==> src/rtl/i2c_tx_fifo.sv <==
//------------------------------------------------------------------------------
// Module   : i2c_tx_fifo
// Function : First-word-fall-through byte FIFO feeding the I2C slave transmitter.
//            Optional sticky error flags enabled by macro I2C_TX_FIFO_ERR_EN.
// Revision : 1.0 - initial release
//------------------------------------------------------------------------------
`default_nettype none

module i2c_tx_fifo #(
   parameter int DEPTH     = 16,
   parameter int AF_THRESH = 12
) (
   input  logic                         clk,
   input  logic                         rst_n,
   input  logic                         wr_en,
   input  logic [7:0]                   wr_data,
   output logic                         full,
   output logic                         almost_full,
   output logic [$clog2(DEPTH+1)-1:0]   level,
   input  logic                         flush,
   output logic                         fifo_valid,
   output logic [7:0]                   fifo_dout,
   input  logic                         fifo_rd_en,
   output logic                         overflow,
   output logic                         underflow,
   input  logic                         err_clr
);

   localparam int c_ptr_w = $clog2(DEPTH);
   localparam int c_lvl_w = $clog2(DEPTH+1);
   localparam logic [c_ptr_w-1:0] c_ptr_one = c_ptr_w'(1);
   localparam logic [c_lvl_w-1:0] c_depth   = c_lvl_w'(DEPTH);
   localparam logic [c_lvl_w-1:0] c_af      = c_lvl_w'(AF_THRESH);

   logic [7:0]          r_mem [DEPTH];
   logic [c_ptr_w-1:0]  r_wptr;
   logic [c_ptr_w-1:0]  r_rptr;
   logic [c_lvl_w-1:0]  r_ram_cnt;
   logic [c_lvl_w-1:0]  r_level;
   logic                r_valid;
   logic [7:0]          r_dout;
   logic                r_full;
   logic                r_af;

   logic                w_wr_acc;
   logic                w_pop;
   logic                w_load;
   logic                w_valid_nxt;
   logic [c_lvl_w-1:0]  w_ram_cnt_nxt;
   logic [c_lvl_w-1:0]  w_level_nxt;

   always_comb begin
      w_wr_acc      = wr_en & ~r_full;
      w_pop         = fifo_rd_en & r_valid;
      // Prefetch only from bytes already in RAM before this edge.
      w_load        = (~r_valid | w_pop) & (r_ram_cnt != '0);
      w_ram_cnt_nxt = r_ram_cnt + c_lvl_w'(w_wr_acc) - c_lvl_w'(w_load);
      w_valid_nxt   = w_load | (r_valid & ~w_pop);
      w_level_nxt   = w_ram_cnt_nxt + c_lvl_w'(w_valid_nxt);
   end

   always_ff @(posedge clk) begin
      if (w_wr_acc && !flush) begin
         r_mem[r_wptr] <= wr_data;
      end
   end

   always_ff @(posedge clk or negedge rst_n) begin
      if (!rst_n) begin
         r_wptr    <= '0;
         r_rptr    <= '0;
         r_ram_cnt <= '0;
         r_level   <= '0;
         r_valid   <= 1'b0;
         r_dout    <= 8'h00;
         r_full    <= 1'b0;
         r_af      <= 1'b0;
      end else if (flush) begin
         // Head byte value is left in place; only its valid flag is cleared.
         r_wptr    <= '0;
         r_rptr    <= '0;
         r_ram_cnt <= '0;
         r_level   <= '0;
         r_valid   <= 1'b0;
         r_full    <= 1'b0;
         r_af      <= 1'b0;
      end else begin
         if (w_wr_acc) begin
            r_wptr <= r_wptr + c_ptr_one;
         end
         if (w_load) begin
            r_rptr <= r_rptr + c_ptr_one;
            r_dout <= r_mem[r_rptr];
         end
         r_ram_cnt <= w_ram_cnt_nxt;
         r_valid   <= w_valid_nxt;
         r_level   <= w_level_nxt;
         r_full    <= (w_level_nxt == c_depth);
         r_af      <= (w_level_nxt >= c_af);
      end
   end

`ifdef I2C_TX_FIFO_ERR_EN
   logic r_overflow;
   logic r_underflow;

   // A new error event outranks a simultaneous clear.
   always_ff @(posedge clk or negedge rst_n) begin
      if (!rst_n) begin
         r_overflow  <= 1'b0;
         r_underflow <= 1'b0;
      end else begin
         if (wr_en && r_full) begin
            r_overflow <= 1'b1;
         end else if (err_clr) begin
            r_overflow <= 1'b0;
         end
         if (fifo_rd_en && !r_valid) begin
            r_underflow <= 1'b1;
         end else if (err_clr) begin
            r_underflow <= 1'b0;
         end
      end
   end

   assign overflow  = r_overflow;
   assign underflow = r_underflow;
`else
   logic w_unused_err_clr;

   assign w_unused_err_clr = err_clr;
   assign overflow         = 1'b0;
   assign underflow        = 1'b0;
`endif

   assign full        = r_full;
   assign almost_full = r_af;
   assign level       = r_level;
   assign fifo_valid  = r_valid;
   assign fifo_dout   = r_dout;

endmodule

`default_nettype wire

==> config.mk <==
export PLATFORM = sky130hd
export DESIGN_NAME = i2c_tx_fifo
export DESIGN_NICKNAME = d
export VERILOG_FILES = /design/src/rtl/i2c_tx_fifo.sv
export SDC_FILE = /design/constraint.sdc
export NUM_CORES = 1
export LEC_CHECK = 0
export ABC_CLOCK_PERIOD_IN_PS = 2970
export BUFFER_PORTS_ARGS = -buffer_cell sky130_fd_sc_hd__buf_2
export CORE_UTILIZATION = 55
export DETAILED_ROUTE_END_ITERATION = 10
export HOLD_SLACK_MARGIN = 0.12
export PLACE_DENSITY = 0.75
export SLEW_MARGIN = 20
export SYNTH_ARGS = -nofsm -noshare
export SYNTH_HDL_FRONTEND = slang
export SYNTH_SLANG_ARGS = --single-unit
==> constraint.sdc <==
create_clock -name clk -period 2.97 [get_ports clk]
set_clock_uncertainty 0.05 [all_clocks]
set_input_delay 0.594 -clock clk [delete_from_list [all_inputs] [get_ports clk]]
set_output_delay 0.594 -clock clk [all_outputs]
set_load 0.05 [all_outputs]
==> flow_summary.yaml, run 1 <==
grt:
  grt_pass1_vias: 3338
  antenna_found_initial: 0
  track_usage_pct: 21.1
  grt_max_degree: 36
  globalRouteOverflowTotal: 0
  grt_pass1_wl_mm: 18.5
run:
  drv_cap: 0
sta:
  drv_slew: 0
  fin_ws_ns: 0.131
  period_minus_slack_ns: 2.84
  hold_violations: 0
  setup_viol: 0
  hold_ws_ns: 0.156
  max_slew_margin_pct: 56.3
  fmax_mhz: 352
  final.setup.tns_ns: 0
  finalCritPeriodShare_pct: 95.6
  worst_pin_slew_ns: 0.656
  rsz0062_at_grt: "yes"
critical_path:
  end_kind: "flop"
  arrival_ns: 3.07
  worst-path-buf-inv: 1
  critPathMaxFanout: 3
  crit_top_cell: "ha_4"
  start_kind: "flop"
  criticalPathCategory: "reg2reg"
  crit_chain: "inv_2 > ha_4 > nor4b_4 > or3_4 > nand2_4 > ha_4 > fa_1 > ha_2 > nand3b_1 > mux2i_1 > xor2_1 > o22ai_1"
  slowest_delay_ns: 0.55
  required_ns: 3.20
  cp-startpoint: "r_ram_cnt[3]$_DFF_PN0_"
  crit_slowest_cell: "fa_1"
  crit-reg2reg-launch: "r_ram_cnt[3]$_DFF_PN0_"
  path_delay_family: "adder cells"
placed_design:
  numPortBuffers: 28
  gp_congestion: 0.853
  pre_cts_ws_ns: -0.0127
  post-dp-hpwl_mm: 7.35
  placed_cells: 524
synthesis:
  synthArstFlopShare_pct: 18.5
  synth_seq_cells: 157
  synth_edf_count: 128
  synthTopCellsByArea: "edfxtp_1, dfrtp_1, mux4_1"
  syn_area_sq_um: 6470
  ys_seq_area_share_pct: 70.6
  netlist.top_cell.by_area: "edfxtp_1"
  synth_cells: 344
  synthDistinctLibCells: 39
  synthFlopType: "edfxtp_1"
  synth_top_area_share_pct: 59.4
  synth_warnings: 0
  postSynthAreaPerCell_sq_um: 18.8
floorplan:
  die_h_um: 110
  die_area_sq_um: 12200
  std_cell_rows: 39
  pin_count: 32
  core_sq_um: 11400
  initial_core_util_pct: 56.7
  die_w_um: 110
detailed_routing:
  num_vias: 3251
  ant_nets: 0
  route.detailed.drc: 0
  wirelength_mm: 11.8
  drt_iter0_markers: 137
  viasPerCell: 5.84
  first_pass_iters: 4
  wl_per_cell_um: 21.2
pwr:
  leakage_nw: 2.71
  ir_worst_vdd_uv: 932
  total_power_mw: 7.23
  power_density_nw_per_um2: 959
clock_tree:
  htree_levels: 4
  numClockSinks: 157
  tritoncts: "built"
  hold_buffers: 0
  clk_pin_slew_worst_paths_ns: 0.06
  root_buffer: "clkbuf_16"
  cts_buffer_depth: 2
  cts_buffers: 17
  clock_latency_ns: 0.42
final_layout:
  area_delta_synth_final_pct: 16.5
  final_cell_count_no_fill: 557
  regArea_sq_um: 4570
  diodes: 0
  nets: 429
  multi_input_area_sq_um: 1810
  fillerInstances: 792
  drive_gt1_share_pct: 26.1
worst_hold_path:
  min_path_type: "in2async"
run_status:
  status: "finished, final reports clean"
-- report_power, final --
group / leakage [nW] / internal [mW] / switching, mW
registers: 1.53 / 2.57 / 0.109
logic: 0.891 / 1.01 / 1.33
clock network: 0.288 / 1.39 / 0.818
-- final cells by class --
class | instances | share of cell area, %
Multi-Input combinational cell | 164 | 24.0
Inverter | 8 | 0.398
Clock buffer | 19 | 5.74
Clock inverter | 12 | 2.26
Tap cell | 143 | 2.37
Sequential cell | 157 | 60.6
Timing Repair Buffer | 54 | 4.61
-- synthesized netlist by cell type (5+ instances only) --
| cell | instances |
|---|---|
| ha_1 | 12 |
| nor2b_1 | 6 |
| mux4_2 | 11 |
| mux4_1 | 21 |
| o221ai_1 | 8 |
| nand2_1 | 15 |
| inv_1 | 8 |
| dfrtp_1 | 29 |
| mux2i_1 | 18 |
| xnor2_1 | 7 |
| edfxtp_1 | 128 |
| nor2_1 | 30 |
| nand3_1 | 5 |
| clkbuf_1 | 5 |
-- cell usage in the layout, fill, tap and decap left out, drive strengths merged --
cell / n
nand2b: 2
o22ai: 1
or3: 3
nor4bb: 1
nand3: 5
nor4b: 1
mux2i: 18
nor2b: 6
a21o: 1
o21ai: 1
ha: 12
a21oi: 3
xor2: 5
o221ai: 8
and2: 2
nor2: 31
clkbuf: 19
o21bai: 1
edfxtp: 128
buf: 54
or2: 1
bufinv: 4
conb: 2
inv: 9
dfrtp: 29
nand3b: 1
clkinvlp: 2
nand4: 2
nand2: 16
fa: 1
xnor2: 8
mux4: 32
clkinv: 5
-- stage by stage --
stage               instance area [sq um]  utilization (%)
finish                               7540             66.0
global route                         7540             66.0
CTS                                  7480             65.5
detailed placement                   6870             60.2
global placement                     6870             60.2
floorplan                            6470                -
-- worst register-to-register path: cells and delay by family (launching register included) --
| family | cells | cell delay (ns) |
|---|---|---|
| AOI/OAI and AO/OA | 1 | 0.12 |
| xor gates and xnor gates | 1 | 0.28 |
| adders and majority gates | 4 | 1.05 |
| buffers and inverters | 1 | 0.08 |
| DFF | 1 | 0.40 |
| muxes | 1 | 0.17 |
| and+or+nand+nor | 4 | 0.55 |
-- metal layers --
layer / global-route usage, % / wire (um)
met5: 0 / 0
met4: 8.18 / 215
met3: 5.54 / 699
met2: 35.4 / 6080
met1: 26.5 / 4790
-- registers in the layout, summed over array words and instances, names as in the netlist --
register,count
r_mem,128
fifo_dout,8
level,5
r_ram_cnt,5
r_rptr,4
r_wptr,4
almost_full,1
fifo_valid,1
full,1
-- worst paths after layout --
path	to	slack, ns	cells past startpoint
setup / recovery	almost_full$_DFF_PN0_	0.13	12
setup reg to reg	almost_full$_DFF_PN0_	0.13	12
hold / removal	level[3]$_DFF_PN0_	0.16	1
min in group clk	fifo_dout[2]$_DFFE_PN0P_	0.46	2
hold reg to reg	fifo_dout[2]$_DFFE_PN0P_	0.46	2
max in group asynchronous	r_rptr[0]$_DFFE_PN0P_	2.26	1
-- logic make-up after synthesis --
family          count (synthesis)  synth area share, %
buf+inv                        24                 2.24
other cells                     1               0.0579
mux                            50                 15.1
xor+xnor                       13                 1.99
fa+ha+maj                      13                 2.63
compound gates                 15                 1.78
flops                         157                 70.6
simple gates                   71                 5.55
-- timing repair --
action / 4_1_cts / 5_1_grt
buffers inserted: 0 / 2
gates resized for setup: 0 / 12
setup endpoints to repair: 0 / 3
Power figures use the tool's default switching activity.
==> run 2, diff against run 1 <==
Settings changed: ABC_AREA set to 1, PLACE_DENSITY 0.75 to 0.74.
==> flow_summary.yaml, run 2 <==
sta:
  hold_violations: 0
  rsz0062_at_grt: "no"
  finalCritPeriodShare_pct: 92.3
  worst_pin_slew_ns: 0.854
  setup_viol: 0
  final.setup.tns_ns: 0
  max_slew_margin_pct: 42.8
  drv_slew: 0
  period_minus_slack_ns: 2.74
  fmax_mhz: 365
final_layout:
  area_delta_synth_final_pct: 11.7
  largest_register_ffs: 128
  fillerInstances: 961
  fin_area_sq_um: 7860
  diodes: 0
  layout_commonest_cell: "nand2_1"
  drive_gt1_share_pct: 10.3
  top_register: "r_mem"
  nets: 762
  mostFrequentLayoutCells: "nand2_1, edfxtp_1, nand3_1, inv_1, nor2_1"
grt:
  grt_pass1_vias: 4572
  grt_max_degree: 75
  track_usage_pct: 25.7
  globalRouteOverflowTotal: 0
  grt_pass1_wl_mm: 24.4
  antenna_found_initial: 0
synthesis:
  synthFlopType: "edfxtp_1"
  synth_top_area_share_pct: 54.6
  synthDistinctLibCells: 23
  syn_area_sq_um: 7040
  netlist.top_cell.by_area: "edfxtp_1"
  ys_seq_area_share_pct: 64.9
  synth_seq_cells: 157
  synth.most_common_cell: "nand2_1"
  synth_edf_count: 128
  postSynthAreaPerCell_sq_um: 10.0
  synth_cells: 702
  synth_warnings: 0
  synthTopCellsByArea: "edfxtp_1, nand2_1, dfrtp_1"
  synthArstFlopShare_pct: 18.5
  synth_common_cells: "nand2_1, edfxtp_1, nand3_1"
critical_path:
  rr_endpoint: "full$_DFF_PN0_"
  crit_chain: "inv_1 > ha_1 > nand3_1 > nand3_1 > nand2_1 > ha_1 > fa_1 > ha_1 > nand3_1 > inv_1 > nand3_1 > nand2_1 > nand3_1 > nor2_1"
  crit_slowest_cell: "fa_1"
  crit_cells: 14
  cp-startpoint: "r_ram_cnt[3]$_DFF_PN0_"
  criticalPathCategory: "reg2reg"
  critPathMaxFanout: 4
  worst-path-buf-inv: 2
  arrival_ns: 3.05
  start_kind: "flop"
  r2r_cells: 14
  required_ns: 3.28
  crit-reg2reg-launch: "r_ram_cnt[3]$_DFF_PN0_"
  crit_end: "full$_DFF_PN0_"
  crit_top_cell: "nand3_1"
  r2r_slack_ns: 0.23
  path_delay_family: "adder cells"
  end_kind: "flop"
  slowest_delay_ns: 0.55
placed_design:
  post-dp-hpwl_mm: 9.71
  postPlaceCellArea_sq_um: 7290
  numPortBuffers: 28
  gp_congestion: 0.906
floorplan:
  die_h_um: 115
  die_w_um: 115
  std_cell_rows: 40
  pin_count: 32
  die_area_sq_um: 13200
  initial_core_util_pct: 57.4
  core_sq_um: 12300
detailed_routing:
  wirelength_mm: 15.6
  routed.top_layer: "met4"
  num_vias: 4930
  viasPerCell: 5.38
  route.detailed.drc: 0
  wl_met2_mm: 7.34
  drt_iter0_markers: 466
  met1Wirelength_mm: 6.61
  wl_per_cell_um: 17.0
  first_pass_iters: 5
  met3_length_mm: 1.11
  ant_nets: 0
clock_tree:
  cts_buffers: 17
  numClockSinks: 157
  post_cts_buffers: 0
  hold_buffers: 0
  ctsResizeCount: 0
  clk_pin_slew_worst_paths_ns: 0.06
  clock_latency_ns: 0.43
  tritoncts: "built"
  cts_buffer_depth: 2
  htree_levels: 4
  root_buffer: "clkbuf_16"
pwr:
  switching_power_mw: 2.74
  power_density_nw_per_um2: 925
  leakage_nw: 3.50
  ir_worst_vdd_uv: 543
  power.share.clock_pct: 28.4
  combPwrFrac_pct: 35.3
  switching_share_pct: 37.7
  power_frac_seq_pct: 36.3
  intPower_mw: 4.53
run:
  drv_cap: 0
worst_hold_path:
  min_path_type: "in2async"
run_status:
  status: "finished, final reports clean"
run 2: power groups by stage:
stage               sequential (mW)  combinational, mW  clock, mW
floorplan                      3.00               1.68          0
global route                   2.66               2.86       2.17
global placement               2.68               2.46          0
finish                         2.64               2.56       2.06
detailed placement             2.69               2.53          0
CTS                            2.64               2.55       2.08
run 2: worst min-delay path by stage:
stage / slack (ns) / start / endpoint
finish: 0.13 / rst_n / fifo_dout[5]$_DFFE_PN0P_
global route: 0.19 / rst_n / fifo_dout[7]$_DFFE_PN0P_
CTS: 0.16 / rst_n / fifo_dout[5]$_DFFE_PN0P_
detailed placement: 0.41 / fifo_dout[7]$_DFFE_PN0P_ / fifo_dout[7]$_DFFE_PN0P_
global placement: 0.41 / fifo_dout[3]$_DFFE_PN0P_ / fifo_dout[3]$_DFFE_PN0P_
floorplan: 0.25 / rst_n / almost_full$_DFF_PN0_
run 2: layout make-up:
type / count / area, sq um / area share, %
clock inverters: 7 / 60.1 / 0.764
repair buffers: 42 / 258 / 3.28
clock buffers: 25 / 505 / 6.43
well taps: 168 / 210 / 2.67
flip-flops and latches: 157 / 4570 / 58.2
multi-input cells: 414 / 1870 / 23.8
inverters: 103 / 387 / 4.92
run 2: cell families after synthesis:
| kind of cell | count (synthesis) | synth area share [%] |
|---|---|---|
| compound gates | 23 | 1.92 |
| fa+ha+maj | 13 | 2.42 |
| flops | 157 | 64.9 |
| other cells | 1 | 0.0533 |
| simple gates | 376 | 22.1 |
| buf+inv | 132 | 8.55 |
run 2: layer usage:
layer	track usage, %	vias to the layer above
met1	34.5	2356
li1	-	2343
met5	0	-
met4	11.9	0
met3	5.11	40
met2	40.8	191
run 2: per-stage QoR:
step	setup WS [ns]	total power [mW]	instances	hold slack [ns]	util (%)
floorplan	0.317	4.68	703	0.248	-
global placement	0.232	5.14	884	0.413	59.5
detailed placement	0.178	5.21	884	0.410	59.5
CTS	0.231	7.27	916	0.159	64.1
global route	0.0328	7.69	916	0.188	64.1
finish	0.229	7.27	916	0.131	64.1
run 2: worst reg2reg max path, cell delays in order (launching register included):
cell and delay (ns):
dfrtp_1 0.38, inv_1 0.10, ha_1 0.19, nand3_1 0.17, nand3_1 0.20, nand2_1 0.09, ha_1 0.22, fa_1 0.55
ha_1 0.18, nand3_1 0.10, inv_1 0.08, nand3_1 0.07, nand2_1 0.06, nand3_1 0.12, nor2_1 0.12
==> run 3, diff against run 2 <==
Settings changed: GPL_TIMING_DRIVEN set to 0.
==> flow_summary.yaml, run 3 (synthesized netlist as in run 2, its figures left out) <==
run:
  drv_cap: 0
clock_tree:
  numClockSinks: 157
  root_buffer: "clkbuf_16"
  htree_levels: 4
  clock_latency_ns: 0.42
  cts_buffers: 17
  tritoncts: "built"
  clk_pin_slew_worst_paths_ns: 0.06
  cts_buffer_depth: 2
floorplan:
  std_cell_rows: 40
  initial_core_util_pct: 57.4
  die_h_um: 115
  die_w_um: 115
  die_area_sq_um: 13200
  pin_count: 32
  core_sq_um: 12300
final_layout:
  regArea_sq_um: 4570
  largest_register_ffs: 128
  mostFrequentLayoutCells: "nand2_1, edfxtp_1, nand3_1, inv_1, buf_2"
  multi_input_area_sq_um: 1870
  fillerInstances: 985
  top_register: "r_mem"
  diodes: 0
  nets: 777
  drive_gt1_share_pct: 11.5
  area_delta_synth_final_pct: 12.5
  layout_commonest_cell: "nand2_1"
critical_path:
  crit_top_cell: "nand3_1"
  cp-startpoint: "r_ram_cnt[3]$_DFF_PN0_"
  start_kind: "flop"
  critPathMaxFanout: 4
  crit_slowest_cell: "fa_1"
  slowest_delay_ns: 0.55
  crit_chain: "inv_1 > ha_1 > nand3_1 > nand3_1 > nand2_1 > ha_1 > fa_1 > ha_1 > nand3_1 > inv_1 > nand3_1 > nand2_1 > nand3_1 > nor2_1"
  path_delay_family: "adder cells"
  required_ns: 3.27
  r2r_cells: 14
  crit-reg2reg-launch: "r_ram_cnt[3]$_DFF_PN0_"
  crit_cells: 14
  criticalPathCategory: "reg2reg"
  end_kind: "flop"
  arrival_ns: 3.04
  worst-path-buf-inv: 2
detailed_routing:
  route.detailed.drc: 0
  num_vias: 4929
  wirelength_mm: 15.4
  wl_per_cell_um: 16.5
  viasPerCell: 5.29
  drt_iter0_markers: 456
  first_pass_iters: 7
  ant_nets: 0
sta:
  fmax_mhz: 365
  max_slew_margin_pct: 48.0
  hold_violations: 0
  finalCritPeriodShare_pct: 92.2
  setup_viol: 0
  drv_slew: 0
  rsz0062_at_grt: "no"
  worst_pin_slew_ns: 0.778
  period_minus_slack_ns: 2.74
  final.setup.tns_ns: 0
  fin_ws_ns: 0.230
grt:
  grt_pass1_wl_mm: 23.9
  gr-usage-met2_pct: 39.8
  use_met3_pct: 6.11
  antenna_found_initial: 0
  grt_pass1_vias: 4658
  busiest_layer: "met2"
  grt_max_degree: 30
  met1_usage_pct: 33.9
  track_usage_pct: 25.3
  globalRouteOverflowTotal: 0
pwr:
  ir_worst_vdd_uv: 606
  leakage_nw: 3.52
  power_density_nw_per_um2: 927
placed_design:
  numPortBuffers: 28
  gp_congestion: 0.920
  post-dp-hpwl_mm: 10.7
  pre_cts_ws_ns: -0.0302
worst_hold_path:
  min_path_type: "in2async"
run_status:
  status: "finished, final reports clean"
[run 3: cell count changes in the layout (fill, tap and decap cells not counted), moves of 2 or more]
cell | previous run | this run
buf_6 | 0 | 10
buf_4 | 13 | 4
clkbuf_8 | 5 | 3
clkinvlp_4 | 0 | 2
buf_2 | 28 | 41
clkbuf_1 | 3 | 6
[run 3: cell type report]
| cell class | count | share of cell area (%) |
|---|---|---|
| buffer | 29 | 2.72 |
| clock buffer | 24 | 6.08 |
| clock inverter | 8 | 0.553 |
| inverter | 103 | 4.88 |
| multi-input combinational | 414 | 23.6 |
| sequential | 157 | 57.7 |
| tap | 168 | 2.65 |
| timing repair buffer | 28 | 1.77 |
[run 3: stage by stage]
stage	cells	area (sq um)	hold slack, ns	utilization, %	total power [mW]
3_5_place_dp	899	7390	0.414	60.3	5.41
3_3_place_gp	899	7390	0.414	60.3	5.36
4_1_cts	931	7920	0.159	64.6	7.33
5_1_grt	931	7920	0.193	64.6	7.75
6_report	931	7920	0.147	64.6	7.34
2_1_floorplan	703	7040	0.248	-	4.68
[run 3: timing repair]
item | CTS | global route
setup buffers | 0 | 0
setup endpoints to repair | 0 | 1
gates resized for setup | 0 | 1
hold buffers | 0 | 0
[run 3: final timing paths]
kind	endpoint	slack, ns
max reg2reg	full$_DFF_PN0_	0.23
min reg2reg	fifo_dout[7]$_DFFE_PN0P_	0.43
max	full$_DFF_PN0_	0.23
min in group clk	fifo_dout[7]$_DFFE_PN0P_	0.43
max in group asynchronous	r_wptr[1]$_DFFE_PN0P_	2.30
min	fifo_dout[1]$_DFFE_PN0P_	0.15
[run 3: power breakdown]
part	total, mW	internal [mW]	switching (mW)
clock network	1.92	1.12	0.800
logic	2.78	0.841	1.94
registers	2.63	2.56	0.0784
[run 3: per-layer routing]
layer  vias to the layer above  part of all wire, %  wire (um)
met5                         -                    0          0
met4                         0                  2.7        410
met3                        35                  7.5       1160
met2                       192                   48       7430
met1                      2327                   42       6400
li1                       2375                    -          -
[run 3: worst reg2reg max path: cells and delay by family (launching register included)]
kind	cells	cell delay [ns]
fa+ha+maj	4	1.14
buf+inv	2	0.18
flops	1	0.37
simple gates	8	0.92
